==> config.mk <==
export PLATFORM = sky130hd
export DESIGN_NAME = dff_dut_flat
export DESIGN_NICKNAME = d
export VERILOG_FILES = /design/src/rtl/dff_dut_if.sv /design/src/rtl/dff_dut.sv /design/src/flat_wrapper.sv
export SDC_FILE = /design/constraint.sdc
export NUM_CORES = 1
export LEC_CHECK = 0
export CAP_MARGIN = 20
export CORE_AREA = 2 2 39 41
export CTS_CLUSTER_DIAMETER = 150
export DETAILED_ROUTE_END_ITERATION = 8
export DIE_AREA = 0 0 41 43
export PLACE_DENSITY = 0.34
export SLEW_MARGIN = 30
export SYNTH_ARGS = -nofsm -noshare
export SYNTH_HDL_FRONTEND = slang
export SYNTH_SLANG_ARGS = --single-unit
==> constraint.sdc <==
create_clock -name clk -period 1.1 [get_ports clk]
set_input_delay 0.33 -clock clk [delete_from_list [all_inputs] [get_ports clk]]
set_output_delay 0.33 -clock clk [all_outputs]
set_load 0.03 [all_outputs]
==> src/rtl/dff_dut_if.sv <==
// rtl/dff_dut_if.sv - data/control/status bundle for the dff_dut register
// The par signal exists only when DFF_DUT_PARITY_EN is defined.
interface dff_dut_if #(
   parameter int WIDTH = 1
) ();
   logic [WIDTH-1:0] d;
   logic             en;
   logic [WIDTH-1:0] mask;
   logic             clr;
   logic             pre;
   logic [WIDTH-1:0] q;
   logic [WIDTH-1:0] q_n;
   logic             chg;
`ifdef DFF_DUT_PARITY_EN
   logic             par;
`endif

   modport master (
      output d, en, mask, clr, pre,
`ifdef DFF_DUT_PARITY_EN
      input  par,
`endif
      input  q, q_n, chg
   );

   modport slave (
      input  d, en, mask, clr, pre,
`ifdef DFF_DUT_PARITY_EN
      output par,
`endif
      output q, q_n, chg
   );
endinterface

==> src/rtl/dff_dut.sv <==
// rtl/dff_dut.sv - masked-load register with sync clear/preset, change flag, optional parity
// Define DFF_DUT_PARITY_EN to add the par output (even parity of q).
module dff_dut #(
   parameter int               WIDTH       = 1,
   parameter logic [WIDTH-1:0] RESET_VALUE = '0
) (
   input  logic     clk,
   input  logic     rst,
   dff_dut_if.slave bus
);
   logic [WIDTH-1:0] q_q;
   logic [WIDTH-1:0] q_d;
   logic             chg_q;
   logic             chg_d;
   logic             run_q;

   // run_q keeps the first edge after rst rises from capturing, so release is never partial
   always_ff @(posedge clk or negedge rst) begin
      if (!rst) begin
         q_q   <= RESET_VALUE;
         chg_q <= 1'b0;
         run_q <= 1'b0;
      end else begin
         q_q   <= q_d;
         chg_q <= chg_d;
         run_q <= 1'b1;
      end
   end

   always_comb begin
      q_d = q_q;
      if (run_q) begin
         if (bus.clr) begin
            q_d = '0;
         end else if (bus.pre) begin
            q_d = '1;
         end else if (bus.en) begin
            q_d = (q_q & ~bus.mask) | (bus.d & bus.mask);
         end
      end
      chg_d = (q_d != q_q);
   end

   assign bus.q   = q_q;
   assign bus.q_n = ~q_q;
   assign bus.chg = chg_q;
`ifdef DFF_DUT_PARITY_EN
   assign bus.par = ^q_q;
`endif
endmodule

==> src/flat_wrapper.sv <==
// flat-port wrapper written by rule: the top's interface ports become plain ports
module dff_dut_flat 
#(
   parameter int               WIDTH       = 1,
   parameter logic [WIDTH-1:0] RESET_VALUE = '0
)
  (clk, rst, bus_d, bus_en, bus_mask, bus_clr, bus_pre, bus_q, bus_q_n, bus_chg);
  dff_dut_if #(.WIDTH(WIDTH)) bus_i ();
  input  logic clk;
  input  logic rst;
  input wire logic [$bits(bus_i.d)-1:0] bus_d;
  input wire logic [$bits(bus_i.en)-1:0] bus_en;
  input wire logic [$bits(bus_i.mask)-1:0] bus_mask;
  input wire logic [$bits(bus_i.clr)-1:0] bus_clr;
  input wire logic [$bits(bus_i.pre)-1:0] bus_pre;
  output wire logic [$bits(bus_i.q)-1:0] bus_q;
  output wire logic [$bits(bus_i.q_n)-1:0] bus_q_n;
  output wire logic [$bits(bus_i.chg)-1:0] bus_chg;
  assign bus_i.d = bus_d;
  assign bus_i.en = bus_en;
  assign bus_i.mask = bus_mask;
  assign bus_i.clr = bus_clr;
  assign bus_i.pre = bus_pre;
  assign bus_q = bus_i.q;
  assign bus_q_n = bus_i.q_n;
  assign bus_chg = bus_i.chg;
  dff_dut #(.WIDTH(WIDTH), .RESET_VALUE(RESET_VALUE)) u_core (.clk(clk), .rst(rst), .bus(bus_i));
endmodule
==> key figures, run 1 <==
GRT
  • Largest net degree at the start of global routing: 5
  • Initial antenna violation count: 0
  • Number of global-route vias before repair: 131
  • First-pass GRT wire length: 496 microns
  • Total grt overflow: 0
  • Gr usage total: under 10%

Cells and area
  • Final nets: 35
  • Most frequent cells in the layout: clkbuf_4 (3), dfrtp_1 (3)
  • Diodes inserted: 0
  • Layout area overhead: 106%
  • Post-route insts no fill: 43
  • Share of cells above drive strength 1: 29.6%

Synth
  • Xor and xnor area share after synthesis: 0%
  • Synthesized cell area: between 100 and 150 sq um
  • Mean Syn Cell Area: 10.6 sq um
  • Register area share after synthesis: a little over half
  • Syn nets: 20
  • Yosys top cell area share: between 50 and 60%
  • Synth cell types: 9
  • Adder-cell share of the synthesized area: 0%
  • Seq cells post-synth: 3
  • Compound-gate portion of the synthesized area: 30.9%
  • Synth area leaders: dfrtp_1 (55%), a31o_1 (13%), a21oi_1 (7.3%), a21o_2 (6.4%), nor4b_1 (6.4%)
  • Simple-gate portion of the synthesized area: under 10%
  • Yosys warning total: 0
  • Area leader, netlist: dfrtp_1
  • Multiplexer area fraction after synthesis: 0%
  • Largest family of logic cells by synthesized area: compound AO/OA/AOI/OAI gates
  • Post-Synthesis Cells: 13

Setup path
  • Worst Path Required: a little under 0.8 ns
  • Crit path cell chain: inv_1 > buf_6
  • Worst path slowest cell: dfrtp_1
  • Worst reg2reg setup slack: approximately 0.15 ns
  • Crit path buf inv count: 2
  • CP delay by family, top: flip-flops
  • WP data arrival: a little over 0.8 ns
  • Max Fanout on Critical Path: 3
  • Crit path largest cell delay: 0.39 ns
  • CP endpoint kind: primary output
  • Setup CP Type: reg2out
  • CP Launch Type: register

CTS
  • Reg clk slew, reported paths: around 0.040 ns
  • Sink Count: 3
  • Skew-Pair Late Insertion Delay: around 0.23 ns
  • CTS Buffer Depth: 2
  • CTS buffer count: 3
  • CTS tree: done
  • CTS Root Cell: clkbuf_4
  • H-tree levels: 1

Pwr
  • Worst vdd ir: 773 uV
  • Clock share of power: 45.2%
  • Flop pwr share: a little under a third
  • Pwr Density: 1470 nW/um^2
  • Comb pwr share: about a quarter
  • P_int: about 310 uW
  • Leak pwr: around 0.14 nW
  • NetSw: roughly 110 uW
  • Switching share of power: 26.4%
  • Total Power: between 400 and 500 uW

Status
  • Status: complete, but fails checks
  • Failing checks: negative setup slack

Floorplanning
  • Starting Density: 9.95%
  • I/O pin total: 10
  • Die span in y: around 43 microns
  • Die area: 1760 sq um
  • Die X: 41 microns
  • Core ar.: 1380 sq um
  • # rows: 14

Min path
  • Hold Crit Class: in2async

STA
  • Setup TNS: -0.0678 ns
  • Final period utilization: 104%
  • RSZ-0062 raised after global routing: yes
  • Final Hold Vio Count: 0
  • Max Transition Viols Final: 0
  • Clock skew: 0.00119 ns
  • Post-route minimum period: roughly 1.1 ns
  • Fmax: 874 MHz
  • Min setup slack post-route: -0.0443 ns
  • Final setup fails: 2
  • Worst Hold Margin: roughly 0.28 ns

Route
  • Via count: between 100 and 150
  • Post-Route WL: approximately 340 microns
  • Starting DRC count in detailed routing: 3
  • Vias/cell: 3.42
  • DRC viols: 0
  • DR WL/cell: 8.00 microns
  • Pre-antenna DRT Iters: 2
  • Routed Antenna Nets: 0

Place
  • PortBufs: 9
  • Dpl cells: 38
  • Gpl congestion: 0.609

Run
  • Max Cap Viol: 0
## cell usage after synthesis, drive strengths merged
cell type	instances
a21o	1
a21oi	2
a31o	2
a31oi	1
conb	1
dfrtp	3
inv	1
nor2	1
nor4b	1
## flip-flops by register name, summed over array words and instances, names as in the netlist
register        cells
u_core.run_q        1
u_core.bus.q        1
u_core.bus.chg      1
## power groups by stage
stage                     registers [mW]  clock network [mW]  logic, mW
after floorplan                    0.145                   0     0.0265
after detailed placement           0.131                   0     0.0915
after global placement             0.131                   0     0.0925
after global routing               0.129               0.214      0.110
final                              0.128               0.189      0.101
after CTS                          0.127               0.200      0.101
## through the flow
| stage | area, sq um | setup slack, ns | util (%) |
|---|---|---|---|
| CTS | 275 | -0.0565 | 19.9 |
| detailed placement | 240 | -0.338 | 17.4 |
| floorplan | 138 | 0.00882 | - |
| global placement | 240 | -0.336 | 17.4 |
| global route | 284 | -0.0861 | 20.5 |
| finish | 284 | -0.0443 | 20.5 |
## logic make-up (layout without fill, tap and decap cells)
group	Yosys count	count (layout)
AOI/OAI and AO/OA	6	6
buffers and inverters	1	15
DFF	3	3
other	1	1
and+or+nand+nor	2	2
## worst reg2reg max path: cells and delay by family (launching register included)
family / cells / cell delay (ns)
buffers and inverters: 1 / 0.15
AO/OA/AOI/OAI: 1 / 0.13
flip-flops: 1 / 0.39
AND/OR/NAND/NOR: 1 / 0.23
## path summary, 6_finish.rpt
kind,startpoint,end,cells after the start
setup / recovery,u_core.bus.q,bus_q_n,2
hold / removal,rst,u_core.bus.chg,1
setup reg to reg,u_core.bus.q,u_core.bus.chg,3
hold reg to reg,u_core.run_q,u_core.bus.q,1
max in group asynchronous,rst,u_core.run_q,1
min in group clk,bus_en,u_core.bus.q,3
## per-layer routing
metal  vias to the layer above  GRT usage, %  part of all wire [%]
met5                         -             0                     0
met4                         0          4.00                   1.7
met2                        12          4.69                    31
met3                         2          7.85                    21
li1                         74             -                     -
met1                        59          4.85                    46
## final cells by class
type,count,area (sq um)
Multi-Input combinational cell,9,58.8
Clock buffer,4,26.3
Sequential cell,3,75.1
Inverter,1,3.75
Timing Repair Buffer,10,100
Fill cell,156,1100
Tap cell,16,20.0
## timing repair
action,4_1_cts,5_1_grt
gates resized for setup,3,3
hold buffers,0,0
setup endpoints to repair,4,5
setup buffers,1,0
pin swaps,0,1
(Power assumes the default switching activity.)
==> run 2: changes to the inputs <==
==> constraint.sdc (replaced) <==
create_clock -name clk -period 1.1 [get_ports clk]
set_input_delay 0.22 -clock clk [delete_from_list [all_inputs] [get_ports clk]]
set_output_delay 0.22 -clock clk [all_outputs]
set_load 0.03 [all_outputs]
==> key figures, run 2 (same netlist as run 1, synthesis figures left out) <==
Status
  • Status: complete, no violations

Floorplanning
  • Starting Density: 9.95% (unchanged)
  • # rows: 14 (unchanged)
  • Die area: 1760 sq um (unchanged)
  • Die X: 41 microns (unchanged)
  • I/O pin total: 10 (unchanged)
  • Die span in y: 43 microns (unchanged)
  • Core ar.: 1380 sq um (unchanged)

Pwr
  • Leak pwr: 0.131 nW (-8.9%)
  • Comb pwr share: 24.3% (about the same)
  • Total Power: 419 uW (about the same)
  • Pwr Density: 1490 nW/um^2 (+1.4%)
  • Flop pwr share: 30.6% (about the same)
  • Clock share of power: 45.1% (about the same)
  • Switching share of power: 26.2% (-0.16 points)
  • Worst vdd ir: 769 uV (-0.44%)
  • P_int: 309 uW (+0.31%)
  • NetSw: 110 uW (-0.51%)

Setup path
  • Worst reg2reg setup slack: 0.10 ns (-0.05 ns)
  • Crit path buf inv count: 1 (-1)
  • CP endpoint kind: register
  • Most used cell along the critical path: a31o_1
  • WP data arrival: 1.17 ns (+0.36 ns)
  • Setup CP Type: in2reg
  • Crit path cell chain: clkdlybuf4s50_1 > nor2_1 > a31o_1 > a31o_1
  • Worst path slowest cell: clkdlybuf4s50_1
  • Worst Path Required: 1.22 ns (+0.45 ns)
  • Max Fanout on Critical Path: 2 (-1)
  • R2R Path End: u_core.bus.chg
  • CP delay by family, top: buffers and inverters
  • Crit path largest cell delay: 0.48 ns (+0.09 ns)
  • FF-to-FF path depth: 3 (unchanged)
  • FF-to-FF Start: u_core.bus.q
  • CP Launch Type: input port

STA
  • Final setup fails: 0 (-2)
  • Final Hold Vio Count: 0 (unchanged)
  • Final period utilization: 96.1% (-7.9 points)
  • Post-route minimum period: 1.06 ns (-0.0868 ns)
  • Clock skew: 0.00111 ns (-0.0000827 ns)
  • RSZ-0062 raised after global routing: no
  • Min setup slack post-route: 0.0425 ns (+0.0868 ns)
  • Fmax: 946 MHz (+8.2%)
  • Max Transition Viols Final: 0 (unchanged)

Place
  • Gpl congestion: 0.609 (unchanged)
  • Pre-CTS setup slack: -0.228 ns (+0.110 ns)
  • PortBufs: 9 (unchanged)

Cells and area
  • Final core utilization: 20.3% (-0.27 points)
  • Final nets: 35 (unchanged)
  • Diodes inserted: 0 (unchanged)
  • Most common cell after layout, fill and taps aside: clkdlybuf4s50_1
  • Layout area overhead: 104%
  • Most frequent cells in the layout: clkdlybuf4s50_1 (5), clkbuf_4 (3), buf_4 (3), dfrtp_1 (3)
  • Share of cells above drive strength 1: 29.6% (unchanged)

CTS
  • CTS Buffer Depth: 2 (unchanged)
  • Post-CTS Hold Fix Bufs: 0 (unchanged)
  • CTS buffer count: 3 (unchanged)
  • Reg clk slew, reported paths: 0.04 ns (about the same)
  • Sink Count: 3 (unchanged)
  • CTS tree: done
  • Skew-Pair Late Insertion Delay: 0.23 ns (about the same)
  • CTS Root Cell: clkbuf_4
  • H-tree levels: 1 (unchanged)

GRT
  • Number of global-route vias before repair: 123 (-6.1%)
  • Gr usage total: 5.03% (-0.10 points)
  • Initial antenna violation count: 0 (unchanged)
  • Busiest grt layer: met3
  • Total grt overflow: 0 (unchanged)
  • GRT met2 Usage: 4.38% (-0.31 points)
  • M1 GR Usage: 4.85% (unchanged)
  • First-pass GRT wire length: 483 microns (-2.6%)
  • Largest net degree at the start of global routing: 6 (+1)
  • GR Util met3: 7.85% (unchanged)

Route
  • Post-Route WL: 353 microns (+2.6%)
  • DRC viols: 0 (unchanged)
  • Pre-antenna DRT Iters: 2 (unchanged)
  • Vias/cell: 3.35 (-2.0%)
  • Starting DRC count in detailed routing: 3 (unchanged)
  • Via count: 144 (-2.0%)
  • DR WL/cell: 8.21 microns (+2.6%)
  • Routed Antenna Nets: 0 (unchanged)

Min path
  • Hold Crit Class: in2async

Run
  • Max Cap Viol: 0 (unchanged)
run 2: layout make-up:
type | count | area [sq um]
fill | 153 | 1100
inverter | 1 | 3.75
sequential | 3 | 75.1
multi-input combinational | 9 | 58.8
timing repair buffer | 10 | 96.3
tap | 16 | 20.0
clock buffer | 4 | 26.3
run 2: worst max-delay path by stage:
| stage | to | cells past startpoint | slack (ns) | startpoint |
|---|---|---|---|---|
| 2_1_floorplan | u_core.bus.chg | 2 | 0.11 | u_core.bus.q |
| 3_3_place_gp | u_core.bus.chg | 4 | -0.23 | bus_pre |
| 3_5_place_dp | u_core.bus.chg | 4 | -0.23 | bus_pre |
| 4_1_cts | u_core.bus.chg | 4 | 0.01 | bus_pre |
| 5_1_grt | bus_q_n | 2 | 0.002 | u_core.bus.q |
| 6_report | u_core.bus.chg | 4 | 0.04 | bus_d |
run 2: through the flow:
stage / instances / hold slack [ns] / cell area (sq um) / setup TNS, ns
after detailed placement: 38 / 0.419 / 240 / -0.368
after floorplan: 13 / -0.0756 / 138 / 0
after global placement: 38 / 0.416 / 240 / -0.363
final: 43 / 0.174 / 280 / 0
after global routing: 43 / 0.162 / 280 / 0
after CTS: 42 / 0.170 / 267 / 0
run 2: power by group through the flow:
stage | clock network, mW | logic [mW] | registers, mW
after floorplan | 0 | 0.0265 | 0.145
after global placement | 0 | 0.0925 | 0.131
after detailed placement | 0 | 0.0915 | 0.131
after CTS | 0.200 | 0.0920 | 0.129
after global routing | 0.214 | 0.110 | 0.130
final | 0.189 | 0.102 | 0.128
run 2: timing repair:
| item | in CTS | in global routing |
|---|---|---|
| endpoints found under the setup margin | 0 | 2 |
| buffers inserted | 0 | 1 |
| resized for setup | 0 | 2 |
run 2: worst reg2reg max path, cell delays in order (launching register included):
cell	delay [ns]
dfrtp_1	0.40
buf_4	0.15
nor4b_1	0.26
a31o_1	0.13
run 2: routing by layer:
layer	up-vias	share of wire, %
li1	74	-
met1	56	46
met2	12	30
met4	0	1.7
met3	2	21
met5	-	0
==> run 3: changes to the inputs <==
PLACE_DENSITY = 0.35   (was 0.34)
SLEW_MARGIN = 20   (was 30)
clock period = 0.94 ns   (was 1.1 ns; I/O delays follow)
==> key figures, run 3 (same netlist as run 1, synthesis figures left out) <==
CTS
  • Post-CTS Hold Fix Bufs: 0 (unchanged)
  • CTS Root Cell: clkbuf_4
  • CTS buffer count: 3 (unchanged)
  • H-tree levels: 1 (unchanged)
  • Skew-Pair Late Insertion Delay: 0.23 ns (about the same)
  • CTS Buffer Depth: 2 (unchanged)
  • CTS tree: done
  • Reg clk slew, reported paths: 0.04 ns (about the same)
  • Sink Count: 3 (unchanged)

Setup path
  • CP delay by family, top: flip-flops
  • Worst path depth: 2 (-2)
  • Max Fanout on Critical Path: 3 (+1)
  • Crit path buf inv count: 2 (+1)
  • WP data arrival: 0.81 ns (-0.36 ns)
  • Worst path slowest cell: dfrtp_2
  • Setup CP Type: reg2out
  • Worst reg2reg setup slack: 0 ns (-0.10 ns)
  • Worst Path Required: 0.75 ns (-0.47 ns)
  • Worst setup startpoint: u_core.bus.q
  • Crit path cell chain: inv_2 > buf_6
  • FF-to-FF path depth: 3 (unchanged)
  • CP endpoint kind: primary output
  • FF-to-FF Start: u_core.bus.q
  • R2R Path End: u_core.bus.chg
  • Crit path largest cell delay: 0.40 ns (-0.08 ns)
  • Setup crit end: bus_q_n
  • CP Launch Type: register

STA
  • Final setup fails: 3 (+3)
  • Clock skew: 0.00116 ns (+0.0000488 ns)
  • Post-route minimum period: 0.994 ns
  • Final period utilization: 106%
  • Min setup slack post-route: -0.0538 ns (-0.0963 ns)
  • Max Transition Viols Final: 0 (unchanged)
  • Fmax: between 1000 and 1500 MHz
  • Final Hold Vio Count: 0 (unchanged)
  • RSZ-0062 raised after global routing: yes
  • Setup TNS: -0.138 ns (-0.138 ns)

Cells and area
  • Final nets: 35 (unchanged)
  • Diodes inserted: 0 (unchanged)
  • Most frequent cells in the layout: clkbuf_4 (3), dlymetal6s2s_1 (3)
  • Share of cells above drive strength 1: 44.4% (+15 points)
  • Post-route insts no fill: 43 (unchanged)
  • Fill cell count: 155 (+1.3%)
  • Final core utilization: 22.4% (+2.2 points)
  • Area of the multi-input gates: 80.1 sq um (+36%)
  • Layout area overhead: 125%
  • Flip-flop and latch area: 76.3 sq um (+1.7%)

GRT
  • Initial antenna violation count: 0 (unchanged)
  • Largest net degree at the start of global routing: 5 (-1)
  • Number of global-route vias before repair: 151 (+23%)
  • Gr usage total: 5.53% (+0.50 points)
  • Total grt overflow: 0 (unchanged)
  • First-pass GRT wire length: 545 microns (+13%)

Run
  • Max Cap Viol: 0 (unchanged)

Route
  • Pre-antenna DRT Iters: 2 (unchanged)
  • Starting DRC count in detailed routing: 2 (-1)
  • DRC viols: 0 (unchanged)
  • DR WL/cell: 8.63 microns (+5.1%)
  • Post-Route WL: 371 microns (+5.1%)
  • Via count: 153 (+6.3%)
  • Vias/cell: 3.56 (+6.2%)
  • Routed Antenna Nets: 0 (unchanged)

Floorplanning
  • Die area: 1760 sq um (unchanged)
  • Die X: 41 microns (unchanged)
  • # rows: 14 (unchanged)
  • Starting Density: 9.95% (unchanged)
  • Core ar.: 1380 sq um (unchanged)
  • I/O pin total: 10 (unchanged)
  • Die span in y: 43 microns (unchanged)

Pwr
  • Leak pwr: 0.157 nW (+20%)
  • Total Power: 508 uW (+21%)
  • Flop pwr share: 29.7% (-0.9 points)
  • NetSw: 140 uW (+28%)
  • Comb pwr share: 25.9% (+1.6 points)
  • Clock share of power: 44.4% (-0.7 points)
  • P_int: 367 uW (+19%)
  • Switching share of power: 27.6% (+1.4 points)
  • Pwr Density: 1640 nW/um^2 (+9.5%)
  • Worst vdd ir: 677 uV (-12%)

Place
  • Pre-CTS setup slack: -0.363 ns (-0.135 ns)
  • Dpl cells: 38 (unchanged)
  • PortBufs: 9 (unchanged)
  • Gpl congestion: 0.541 (-11%)

Status
  • Failing checks: negative setup slack
  • Status: complete, but fails checks

Min path
  • Hold Crit Class: in2async
-- run 3: worst min path at each step --
stage                     from             end  slack (ns)  cells past startpoint
after floorplan            rst  u_core.bus.chg       -0.11                      0
after global placement     rst    u_core.run_q        0.39                      1
after detailed placement   rst    u_core.run_q        0.39                      1
after CTS                  rst    u_core.run_q        0.13                      1
after global routing       rst    u_core.run_q        0.14                      1
final                      rst    u_core.run_q        0.14                      1
-- run 3: metrics by stage --
stage	hold slack, ns	cell area (sq um)
2_1_floorplan	-0.108	145
3_3_place_gp	0.387	248
3_5_place_dp	0.387	248
4_1_cts	0.134	288
5_1_grt	0.144	310
6_report	0.141	310
-- run 3: final cells by class --
class	count	area share [%]
Timing Repair Buffer	10	33.5
Tap cell	16	6.45
Inverter	1	1.21
Clock buffer	4	8.47
Sequential cell	3	24.6
Multi-Input combinational cell	9	25.8
-- run 3: worst reg2reg max path, stage by stage (launching register included) --
cell	delay, ns
dfrtp_2	0.40
buf_4	0.15
nor4b_4	0.20
a31o_1	0.12
-- run 3: layer usage --
metal	part of all wire, %	global-route usage [%]	vias to the layer above
met5	0	0	-
met4	1.6	6.00	0
met3	15	6.28	2
met2	39	6.25	10
met1	44	4.53	66
li1	-	-	75
-- run 3: power groups by stage --
stage / combinational [mW] / clock (mW) / sequential, mW
finish: 0.131 / 0.226 / 0.151
global route: 0.141 / 0.248 / 0.152
CTS: 0.127 / 0.242 / 0.151
detailed placement: 0.109 / 0 / 0.155
global placement: 0.110 / 0 / 0.154
floorplan: 0.0326 / 0 / 0.172
-- run 3: repair_timing --
action                                  CTS  global route
pin swaps                                 1             1
endpoints found under the setup margin    5             5
resized for setup                         4             5
setup buffers                             1             0
endpoints found under the hold margin     0             0
